File: src/rtl/ntt_pkg.sv
// ============================================================================
// ntt_pkg : shared NTT word/index types, default sizes and bit reversal.
// Revision: 1.0
// ============================================================================
`default_nettype none

package ntt_pkg;

  localparam int NTT_W     = 32;
  localparam int NTT_N     = 8;
  localparam int NTT_LOG2N = $clog2(NTT_N);

  typedef logic [NTT_W-1:0]     coef_t;
  typedef logic [NTT_LOG2N-1:0] idx_t;

  function automatic idx_t bitrev(input idx_t idx);
    idx_t r;
    r = '0;
    for (int i = 0; i < NTT_LOG2N; i++) begin
      r[i] = idx[NTT_LOG2N-1-i];
    end
    return r;
  endfunction

endpackage

`default_nettype wire

File: src/rtl/ntt_reorder_bank.sv
// ============================================================================
// ntt_reorder_bank : N x W register bank, synchronous write, async read.
// Revision: 1.0
// ============================================================================
`default_nettype none

module ntt_reorder_bank
  import ntt_pkg::*;
#(
  parameter int W     = NTT_W,
  parameter int N     = NTT_N,
  parameter int LOG2N = $clog2(N)
) (
  input  logic             clk,
  input  logic             we,
  input  logic [LOG2N-1:0] waddr,
  input  logic [W-1:0]     wdata,
  input  logic [LOG2N-1:0] raddr,
  output logic [W-1:0]     rdata
);

  // Contents are intentionally not reset; validity is tracked by the owner.
  logic [W-1:0] mem [N];

  always_ff @(posedge clk) begin
    if (we) begin
      mem[waddr] <= wdata;
    end
  end

  assign rdata = mem[raddr];

endmodule

`default_nettype wire

File: src/rtl/ntt_bitrev_reorder.sv
// ============================================================================
// ntt_bitrev_reorder : ping-pong reorder of bit-reversed NTT frames into
// natural order, with output valid/ready and sticky overflow.
// Revision: 1.0
// ============================================================================
`default_nettype none

module ntt_bitrev_reorder
  import ntt_pkg::*;
#(
  parameter int W = NTT_W,
  parameter int N = NTT_N
) (
  input  logic         clk,
  input  logic         rst,
  input  logic [W-1:0] in_data,
  input  logic         in_valid,
  output logic [W-1:0] out_data,
  output logic         out_valid,
  input  logic         out_ready,
  output logic         out_last,
  output logic         overflow
);

  localparam int LOG2N = $clog2(N);
  localparam logic [LOG2N-1:0] LAST_IDX = LOG2N'(N - 1);

  logic             wr_bank;
  logic [LOG2N-1:0] wr_idx;
  logic             rd_bank;
  logic [LOG2N-1:0] rd_idx;
  logic [1:0]       full;
  logic             overflow_q;

  logic             accept;
  logic             drop;
  logic             xfer;
  logic [LOG2N-1:0] raddr;
  logic [W-1:0]     rdata [2];

  assign accept = in_valid && !full[wr_bank];
  assign drop   = in_valid &&  full[wr_bank];
  assign xfer   = full[rd_bank] && out_ready;

  always_comb begin
    raddr = '0;
    for (int i = 0; i < LOG2N; i++) begin
      raddr[i] = rd_idx[LOG2N-1-i];
    end
  end

  genvar b;
  generate
    for (b = 0; b < 2; b++) begin : g_bank
      ntt_reorder_bank #(
        .W     (W),
        .N     (N),
        .LOG2N (LOG2N)
      ) u_bank (
        .clk   (clk),
        .we    (accept && (wr_bank == 1'(b))),
        .waddr (wr_idx),
        .wdata (in_data),
        .raddr (raddr),
        .rdata (rdata[b])
      );
    end
  endgenerate

  // A frame completing on the write side and one draining on the read side
  // always refer to different banks, so both full-flag updates can coexist.
  always_ff @(posedge clk) begin
    if (!rst) begin
      wr_bank    <= 1'b0;
      wr_idx     <= '0;
      rd_bank    <= 1'b0;
      rd_idx     <= '0;
      full       <= 2'b00;
      overflow_q <= 1'b0;
    end else begin
      if (accept) begin
        wr_idx <= wr_idx + 1'b1;
        if (wr_idx == LAST_IDX) begin
          full[wr_bank] <= 1'b1;
          wr_bank       <= ~wr_bank;
        end
      end
      if (drop) begin
        overflow_q <= 1'b1;
      end
      if (xfer) begin
        rd_idx <= rd_idx + 1'b1;
        if (rd_idx == LAST_IDX) begin
          full[rd_bank] <= 1'b0;
          rd_bank       <= ~rd_bank;
        end
      end
    end
  end

  assign out_valid = full[rd_bank];
  assign out_data  = rdata[rd_bank];
  assign out_last  = out_valid && (rd_idx == LAST_IDX);
  assign overflow  = overflow_q;

endmodule

`default_nettype wire

File: config.mk
export PLATFORM = sky130hd
export DESIGN_NAME = ntt_bitrev_reorder
export DESIGN_NICKNAME = d
export VERILOG_FILES = /design/src/rtl/ntt_pkg.sv /design/src/rtl/ntt_reorder_bank.sv /design/src/rtl/ntt_bitrev_reorder.sv
export SDC_FILE = /design/constraint.sdc
export NUM_CORES = 1
export LEC_CHECK = 0
export CAP_MARGIN = 10
export CORE_AREA = 4 4 243 245
export CTS_BUF_LIST = sky130_fd_sc_hd__clkbuf_8
export DETAILED_ROUTE_END_ITERATION = 10
export DIE_AREA = 0 0 247 249
export SKIP_LAST_GASP = 1
export SLEW_MARGIN = 20
export SYNTH_ARGS = -nofsm -noshare
export SYNTH_HDL_FRONTEND = slang
export SYNTH_SLANG_ARGS = --single-unit
File: constraint.sdc
create_clock -name clk -period 10.1 [get_ports clk]
set_clock_uncertainty 0.1 [all_clocks]
set_input_delay 2.02 -clock clk [delete_from_list [all_inputs] [get_ports clk]]
set_output_delay 2.02 -clock clk [all_outputs]
set_load 0.005 [all_outputs]
# ---- Yosys cells after proc, flatten, opt, wreduce, memory -nomap -nowiden
# Memory sizes are Yosys's and may differ from the RTL's. A register that Yosys moved wholly into a read port is not among the register bits.
# Cells that the tools add are included.
dict set report word_totals {
  ff_bits 11
  latchBits 0
  ram_bits 512
  romBits 0
  in_bits 36
  memories 2
}
dict set report op_classes {
  add_sub_neg 2
  mul 0
  div 0
  order_cmp 5
  n_eq_ne 2
  shift 0
  n_mux 24
  bitwise_logic 6
  reduce_logical 11
}
# memory depth width rd rd_ports_with_merged_regs wr line_no
set mem_list {}
lappend mem_list {{g_bank[0].u_bank.mem} 8 32 1 1 1 ntt_reorder_bank.sv:23} ;# logic [W-1:0] mem [N];
lappend mem_list {{g_bank[1].u_bank.mem} 8 32 1 1 1 ntt_reorder_bank.sv:23}
# operator count
set ops {}
lappend ops {{32-bit 2-to-1 mux} 3}
lappend ops {{3-bit 2-to-1 mux} 4}
lappend ops {{1-bit 2-to-1 mux} 10}
lappend ops {{2-bit 2-to-1 mux} 5}
lappend ops {{1-bit logical AND} 8}
lappend ops {{3-bit by 1-bit adder with 3-bit output, second input constant} 2}
lappend ops {{3-bit equality test, second input constant} 2}
lappend ops {{1-bit by 2-bit less-than comparator with 1-bit output, second input constant} 2}
lappend ops {{2-bit AND reduction} 2}
lappend ops {{2-bit bitwise AND} 1}
lappend ops {{1-bit demux with 1-bit select} 2}
lappend ops {{1-bit greater-or-equal comparator, second input constant} 2}
lappend ops {{2-bit greater-or-equal comparator, second input constant} 1}
lappend ops {{1-bit inverter} 2}
lappend ops {{1-bit inverter with 2-bit output} 1}
lappend ops {{2-bit inverter} 1}
lappend ops {{2-bit bitwise OR} 1}
lappend ops {{1-bit zero test} 1}

# ---- Logic depth before layout (Yosys ltp)
# Gate-level depths: netlist of run 1.
dict set report logic_depth {
  depth_word 11
  ltp_mapped 6
}

# ---- Hierarchy
# A second synthesis of run 1 with hierarchy kept.
dict set report hier_totals {
  cells_unflattened 860
  area_unflattened_um2 20566.0
}
# mod instances cells_per_inst area_each_um2 seq_area_each_um2
set by_module_without_submodules {}
lappend by_module_without_submodules {ntt_reorder_bank 2 383 9825.7 7687.4}
lappend by_module_without_submodules {ntt_bitrev_reorder 1 94 914.6 220.2}

# ---- Least setup slack after synthesis of run 1
# Ideal clock, no wire load.
dict set report synth_timing {
  path_type {input to register}
  from {input in_valid}
  to {memory g_bank[1].u_bank.mem[0][0] (netlist name) (enable)}
  setup_time_ns 0.461
  t_arrival_ns 4.784
  required_ns 9.539
  path_slack_ns 4.755
  cell_stages 4
  n_path_buf 1
  path_cell_list {clkbuf_1 -> nor2b_1 -> nand2_1 -> nor3_1}
}
dict set report synth_via {
  elab_chain_cells 4
}
# item line_no
set synth_lines {}
lappend synth_lines {{from (decl)} ntt_bitrev_reorder.sv:17} ;# input logic in_valid,
lappend synth_lines {{1-bit logical AND} ntt_bitrev_reorder.sv:41} ;# assign accept = in_valid && !full[wr_bank];
lappend synth_lines {{1-bit logical AND} ntt_bitrev_reorder.sv:61} ;# .we (accept && (wr_bank == 1'(b))),
lappend synth_lines {{1-bit 2-to-1 mux} ntt_reorder_bank.sv:26} ;# if (we) begin
lappend synth_lines {{1-bit 2-to-1 mux (implied by the code)} ntt_reorder_bank.sv:27} ;# mem[waddr] <= wdata;
lappend synth_lines {{to (decl)} ntt_reorder_bank.sv:23}
# No other way between the ends.

==> impl_metrics.toml, run 1 <==
[timing]
fin_setup_tns_ns = 0
max_slew.worst_pin.slew_ns = 1.03
finalCriticalPeriod_ns = 6.06
fmax_mhz = 165
grt_setup_unrepaired = "false"
relSlewSlack_pct = 31.4
post-route-period-util_pct = 60.0
worst_slack_ns = 4.04
hold_violations = 0
finalSetupViolCount = 0
maxSlewViolCount = 0

[logic_synthesis]
yosysTopAreaCellShare_pct = 77.7
syn_nets = 913
synth.distinct_cells = 28
ys_seq_area_share_pct = 79.1
yosysWarnings = 0
synth_top_flop_cell = "edfxtp_1"
synth_seq_cells = 526
yosysTopAreaCell = "edfxtp_1"
synthArstFlopShare_pct = 0
synth_area_um2 = 19800
synth_most_common_cell = "edfxtp_1"
synth_area_leaders = "edfxtp_1 (78%), mux4_2 (15%), a22oi_1 (2.4%)"
synth_edf_count = 512
syn_inst = 873
syn_avg_cell_area_um2 = 22.7
yosys-top-cells-count = "edfxtp_1 (512), mux4_2 (128), a22oi_1 (64)"

[finish]
regArea_um2 = 15700
stdcell_count = 1841
drive_above_1_share_pct = 26.2
nNetsFinal = 1048
area_delta_synth_final_pct = 16.7
nFillCells = 4991
multi_input_area_um2 = 4020

[worst_setup_path]
crit_type = "flop to primary output"
arrival_ns = 3.94
path_max_fanout = 65
r2r-start = "wr_bank"
reg2regPathDepth = 4
critPathLaunchType = "flop"
required_ns = 7.98
crit_path_end_kind = "primary output"

[cts]
clockBufferDepth = 3
cts-resized-gates = 0
tritoncts = "built"
path_clk_slew_ns = 0.06
cts_hold_buf = 0
htree_levels = 3
cts_root_buf = "clkbuf_8"
clock-sinks = 526
cts_buffers = 85
worstSkewPairLatency_ns = 0.65
cts_setup_buffers = 0

[power_and_ir_drop]
p_sw_share_pct = 21.2
total_power_mw = 4.21
combPwrFrac_pct = 2.6
p_seq_share_pct = 57.6
peakVddDrop_uv = 82.0
leakagePower_nw = 7.04
switching_power_uw = 893
power.density_nw_per_um2 = 182
p_clk_share_pct = 39.8
intPower_mw = 3.31

[place]
dp.cells = 1686
hpwl_um = 22300
port-buffer-count = 70
post-place-ws_ns = 4.40
place_congestion = 0.683

[die]
die_w_um = 247
core-area_um2 = 57100
start_util_pct = 34.6
design.portCount = 71
rows = 88
die_area_um2 = 61500
die_h_um = 249

[route]
vias = 9390
drc_errors = 0
postRouteAntennaNets = 0
viasPerCell = 5.10
finalWirelength_um = 43800
detail_route.wl_per_cell_um = 23.8
drtIter0Drc = 826
firstDrtPassIters = 5

[worst_hold_path]
hp-start = "overflow"
whs_path_depth = 2
hold_path_class = "flop to flop"

[run_status]
status = "complete, no violations"

[global_route]
antenna_found_initial = 4
track_usage_pct = 14.4
overflow = 0
grt_pass1_wl_um = 65300
grt_pass1_vias = 10100
grt_max_degree = 66

[run]
cap_viol_max_count = 0
## worst paths after layout
check / slack [ns] / end
max: 4.04 / out_data[2]
min: 0.38 / overflow
min reg2reg: 0.38 / overflow
max reg2reg: 7.44 / g_bank[1].u_bank.mem[6][30]
## cell type report
class	instances	share of cell area [%]
sequential	526	67.8
multi-input combinational	295	17.4
clock buffer	86	5.13
tap	765	4.15
timing repair buffer	95	3.86
clock inverter	67	1.54
inverter	5	0.0813
antenna	2	0.0217
## routing by layer
metal	vias up	wire (µm)	GRT usage (%)	share of wire, %
met3	80	2500	3.11	5.7
li1	3994	-	-	-
met1	5034	18700	19.5	43
met5	-	26	0	0.059
met2	278	21600	23.2	49
met4	4	1040	5.06	2.4
## cell usage in the layout, fill, tap and decap left out, drive strengths merged, types with 18 or more instances in the layout
cell type      instances
a22oi                 64
nor2                  18
edfxtp               512
buf                   25
mux4                 128
clkdlybuf4s50         70
clkbuf                86
inv                   28
clkinv                40
nand2                 37
## kinds of logic after synthesis
logic type,after synthesis,share of synthesized area [%]
simple gates,77,1.67
buf+inv,52,1.30
fa+ha+maj,4,0.253
flops,526,79.1
compound gates,83,2.96
mux,131,14.7
## state kept, by name, indices dropped and copies added (netlist names), named ones only
name	cells
overflow	1
rd_bank	1
wr_idx	3
rd_idx	3
full	2
g_bank.u_bank.mem	512
wr_bank	1
## worst max-delay path: stages (launching register included)
cell and delay, ns:
dfxtp_4 0.96, buf_4 0.87, mux4_2 0.41, a22oi_1 0.27, nand2_1 0.18, clkdlybuf4s50_1 0.51
## stage by stage
step                hold WS [ns]  cell area (µm²)  util (%)
floorplan                  0.360            19800         -
global placement           0.363            21500      37.7
detailed placement         0.367            21500      37.7
CTS                        0.385            23100      40.4
global route               0.405            23100      40.4
finish                     0.378            23100      40.4
## power groups by stage
stage	sequential, mW	combinational (mW)	clock, mW
after floorplan	2.47	0.0350	0
after global placement	2.47	0.108	0
after detailed placement	2.47	0.111	0
after CTS	2.42	0.112	1.72
after global routing	2.42	0.119	1.83
final	2.42	0.110	1.67
Power figures use the tool's default switching activity.
==> run 2, diff against run 1 <==
==> constraint.sdc (replaced) <==
create_clock -name clk -period 5.98 [get_ports clk]
set_clock_uncertainty 0.1 [all_clocks]
set_input_delay 1.196 -clock clk [delete_from_list [all_inputs] [get_ports clk]]
set_output_delay 1.196 -clock clk [all_outputs]
set_load 0.005 [all_outputs]
==> run 2 against run 1 <==
Against the previous run: non-clock buffer count rose by 8; first-iteration DRC count fell by 5.2%; wire length rose by 0.89%; critical path type unchanged.
==> impl_metrics.toml, run 2 (synthesis gave the netlist of run 1 again) <==
[power_and_ir_drop]
intPower_mw = 5.53
p_seq_share_pct = 58.2
power.density_nw_per_um2 = 304
p_clk_share_pct = 39.1
switching_power_mw = 1.50
p_sw_share_pct = 21.4
combPwrFrac_pct = 2.7
peakVddDrop_uv = 146
leakagePower_nw = 7.10

[worst_setup_path]
cp_num_buf_inv = 2
arrival_ns = 3.26
crit_type = "flop to primary output"
path_cells = "buf_4, mux4_2, a22oi_1, nand2_1, clkdlybuf4s50_1"
path_max_fanout = 49
critPathSlowestCell = "dfxtp_4"
required_ns = 4.68
critical_path.top_delay_family = "buffers and inverters"
crit_path_end_kind = "primary output"
crit_path_max_incr_delay_ns = 0.86
critPathLaunchType = "flop"
cp.depth = 5
reg2regPathDepth = 4

[timing]
fmax_mhz = 219
post-route-period-util_pct = 76.3
relSlewSlack_pct = 27.1
hold_violations = 0
fin_setup_tns_ns = 0
finalCriticalPeriod_ns = 4.56
max_slew.worst_pin.slew_ns = 1.09
maxSlewViolCount = 0
finalSetupViolCount = 0
grt_setup_unrepaired = "false"

[route]
wl_met3_um = 2470
detail_route.wl_per_cell_um = 23.9
top_layer = "met5"
drc_errors = 0
postRouteAntennaNets = 0
finalWirelength_um = 44200
drtIter0Drc = 783
wl_met1_um = 19700
vias = 9261
viasPerCell = 5.01
firstDrtPassIters = 8
wl_met2_um = 21300

[cts]
tritoncts = "built"
path_clk_slew_ns = 0.06
cts-resized-gates = 0
worstSkewPairLatency_ns = 0.66
cts_buffers = 84
htree_levels = 3
cts_root_buf = "clkbuf_8"
cts_hold_buf = 0
cts_setup_buffers = 0
clock-sinks = 526
clockBufferDepth = 3

[place]
place_congestion = 0.689
port-buffer-count = 70
hpwl_um = 24100

[finish]
area_delta_synth_final_pct = 16.9
largest_reg_flops = 512
layout_commonest_cell = "edfxtp_1"
nNetsFinal = 1055
drive_above_1_share_pct = 26.7
nFillCells = 5013
reg_top3 = "g_bank.u_bank.mem x512, rd_idx x3, wr_idx x3"
final_util_pct = 40.5
top_register = "g_bank.u_bank.mem"
final_cell_mix = "edfxtp_1 (512), mux4_2 (128), clkbuf_8 (84)"

[global_route]
grt_max_degree = 61
track_usage_pct = 14.4
grt_pass1_vias = 9750
antenna_found_initial = 3
overflow = 0
grt_pass1_wl_um = 65000

[die]
rows = 88
die_h_um = 249
die_w_um = 247
design.portCount = 71
core-area_um2 = 57100
die_area_um2 = 61500
start_util_pct = 34.6

[run_status]
status = "complete, no violations"

[run]
cap_viol_max_count = 0

[worst_hold_path]
hold_path_class = "flop to flop"
whs_path_depth = 2
## run 2: cell types whose count changed in the layout (fill, tap and decap cells not counted), sizes merged
cell | before | now
clkinvlp | 2 | 4
clkbuf | 86 | 84
clkinv | 40 | 35
diode | 2 | 1
buf | 25 | 33
bufinv | 2 | 1
inv | 28 | 35
## run 2: worst paths after layout
kind                 start                          end  slack, ns
hold reg to reg   overflow                     overflow       0.39
setup reg to reg   wr_bank  g_bank[1].u_bank.mem[3][23]       3.30
hold / removal    overflow                     overflow       0.39
setup / recovery      flop                 out_data[31]       1.42
## run 2: tightest hold or removal path, stage by stage, from the launching register on
cell	delay, ns
dfxtp_1	0.34
a21oi_1	0.04
nor2_1	0.07
## run 2: layer usage
metal	global-route usage, %	up-vias
li1	-	4011
met1	20.5	4939
met2	22.5	254
met3	3.37	53
met4	4.08	4
met5	0	-
## run 2: cell type report
| class | instances | area (µm²) | share of cell area [%] |
|---|---|---|---|
| repair buffers | 103 | 986 | 4.26 |
| clock buffers | 84 | 1160 | 4.99 |
| multi-input cells | 295 | 4020 | 17.3 |
| inverters | 5 | 18.8 | 0.0811 |
| flip-flops and latches | 526 | 15700 | 67.7 |
| diodes | 1 | 2.50 | 0.0108 |
| well taps | 765 | 957 | 4.14 |
| clock inverters | 70 | 348 | 1.50 |
## run 2: stage by stage
stage | power [mW] | setup slack (ns) | instances | hold slack, ns | instance area (µm²)
floorplan | 4.22 | 1.46 | 873 | 0.360 | 19800
detailed placement | 4.36 | 1.98 | 1694 | 0.379 | 21600
global route | 7.32 | 1.23 | 1848 | 0.441 | 23100
global placement | 4.35 | 1.97 | 1694 | 0.361 | 21600
CTS | 7.12 | 1.27 | 1848 | 0.401 | 23100
finish | 7.03 | 1.42 | 1849 | 0.387 | 23100
## run 2: power by group through the flow
stage | Combinational (mW) | Clock [mW] | Sequential, mW
detailed placement | 0.192 | 0 | 4.17
floorplan | 0.0590 | 0 | 4.17
global route | 0.205 | 3.03 | 4.09
CTS | 0.192 | 2.84 | 4.09
finish | 0.188 | 2.75 | 4.09
global placement | 0.188 | 0 | 4.16
==> run 3, diff against run 2 <==
==> constraint.sdc (replaced) <==
create_clock -name clk -period 4.3 [get_ports clk]
set_clock_uncertainty 0.1 [all_clocks]
set_input_delay 0.86 -clock clk [delete_from_list [all_inputs] [get_ports clk]]
set_output_delay 0.86 -clock clk [all_outputs]
set_load 0.005 [all_outputs]
==> run 3 against run 2 <==
Against the previous run: combinational power rose by 39%; sequential power rose by 39%; design area rose by 0.98%; wire length rose by 2.0%; via count rose by 2.1%; utilization rose by 0.40 points; sequential cell count did not move; critical path type unchanged.
==> impl_metrics.toml, run 3 (synthesis gave the netlist of run 1 again) <==
[route]
vias = 9453
drc_errors = 0
finalWirelength_um = 45100
detail_route.wl_per_cell_um = 24.2
viasPerCell = 5.08
postRouteAntennaNets = 0
firstDrtPassIters = 5
drtIter0Drc = 760

[global_route]
grt_pass1_vias = 9953
grt_pass1_wl_um = 66300
antenna_found_initial = 2
track_usage_pct = 14.8
grt_max_degree = 39
overflow = 0

[cts]
clock-sinks = 526
clockBufferDepth = 3
cts_setup_buffers = 0
cts_buffers = 87
cts_hold_buf = 0
tritoncts = "built"
htree_levels = 3
cts_root_buf = "clkbuf_8"
path_clk_slew_ns = 0.06
worstSkewPairLatency_ns = 0.64
cts-resized-gates = 0

[finish]
stdcell_count = 1862
top_register = "g_bank.u_bank.mem"
final_cell_mix = "edfxtp_1 (512), mux4_2 (128), clkbuf_8 (90)"
reg_top3 = "g_bank.u_bank.mem x512, rd_idx x3, wr_idx x3"
nNetsFinal = 1071
drive_above_1_share_pct = 27.3
area_delta_synth_final_pct = 18.1
largest_reg_flops = 512
layout_commonest_cell = "edfxtp_1"
design_area_um2 = 23400

[timing]
worst_slack_ns = 0.234
max_slew.worst_pin.slew_ns = 0.794
relSlewSlack_pct = 46.9
fmax_mhz = 246
maxSlewViolCount = 0
hold_violations = 0
grt_setup_unrepaired = "false"
fin_setup_tns_ns = 0
finalCriticalPeriod_ns = 4.07
post-route-period-util_pct = 94.5
finalSetupViolCount = 0

[place]
post-place-ws_ns = 0.858
dp.cells = 1707
hpwl_um = 24100
place_congestion = 0.707
port-buffer-count = 70
dpl_cell_area_um2 = 21800

[worst_setup_path]
critPathLaunchType = "flop"
required_ns = 3.34
path_max_fanout = 24
arrival_ns = 3.11
crit_type = "flop to primary output"
crit_path_end_kind = "primary output"

[die]
core-area_um2 = 57100
start_util_pct = 34.6
die_w_um = 247
die_h_um = 249
die_area_um2 = 61500
design.portCount = 71
rows = 88

[power_and_ir_drop]
peakVddDrop_uv = 178
leakagePower_nw = 7.18
total_power_mw = 9.84
power.density_nw_per_um2 = 421

[run]
cap_viol_max_count = 0

[run_status]
status = "complete, no violations"

[worst_hold_path]
hold_path_class = "flop to flop"
## run 3: report_power, final
group          switching, mW  total, mW  leakage, nW  internal, mW
Clock                   1.90       3.89        0.852          1.99
Combinational          0.152      0.261         1.59         0.110
Sequential            0.0126       5.69         4.74          5.68
## run 3: worst paths after layout
check / start / end / slack [ns] / depth (start not counted)
setup reg to reg: wr_bank / g_bank[1].u_bank.mem[7][29] / 1.85 / 4
hold / removal: overflow / overflow / 0.38 / 2
hold reg to reg: overflow / overflow / 0.38 / 2
setup / recovery: flop / out_data[1] / 0.23 / 5
## run 3: metrics by stage
stage / hold slack, ns / util, %
2_1_floorplan: 0.360 / -
3_3_place_gp: 0.355 / 38.2
3_5_place_dp: 0.369 / 38.2
4_1_cts: 0.384 / 40.9
5_1_grt: 0.453 / 40.9
6_report: 0.380 / 40.9
## run 3: worst max-delay path, stage by stage (launching register included)
cell             delay [ns]
dfxtp_4                0.68
buf_12                 0.29
mux4_2                 0.52
a22oi_1                0.23
nand2_1                0.20
clkdlybuf4s50_1        0.51
## run 3: final cells by class
| type | count | area, µm² |
|---|---|---|
| diodes | 1 | 2.50 |
| clock buffers | 90 | 1240 |
| clock inverters | 64 | 294 |
| fillers | 4957 | 33800 |
| inverters | 5 | 18.8 |
| multi-input cells | 295 | 4020 |
| flip-flops and latches | 526 | 15700 |
| well taps | 765 | 957 |
| repair buffers | 116 | 1180 |
## run 3: layer usage
| metal | share of wire (%) | up-vias | wire (µm) | GRT usage, % |
|---|---|---|---|---|
| li1 | - | 4043 | - | - |
| met1 | 42 | 5025 | 19100 | 20.1 |
| met2 | 49 | 308 | 22200 | 23.8 |
| met3 | 6.2 | 75 | 2790 | 3.11 |
| met4 | 2.1 | 2 | 942 | 4.88 |
| met5 | 0.029 | - | 13 | 0 |
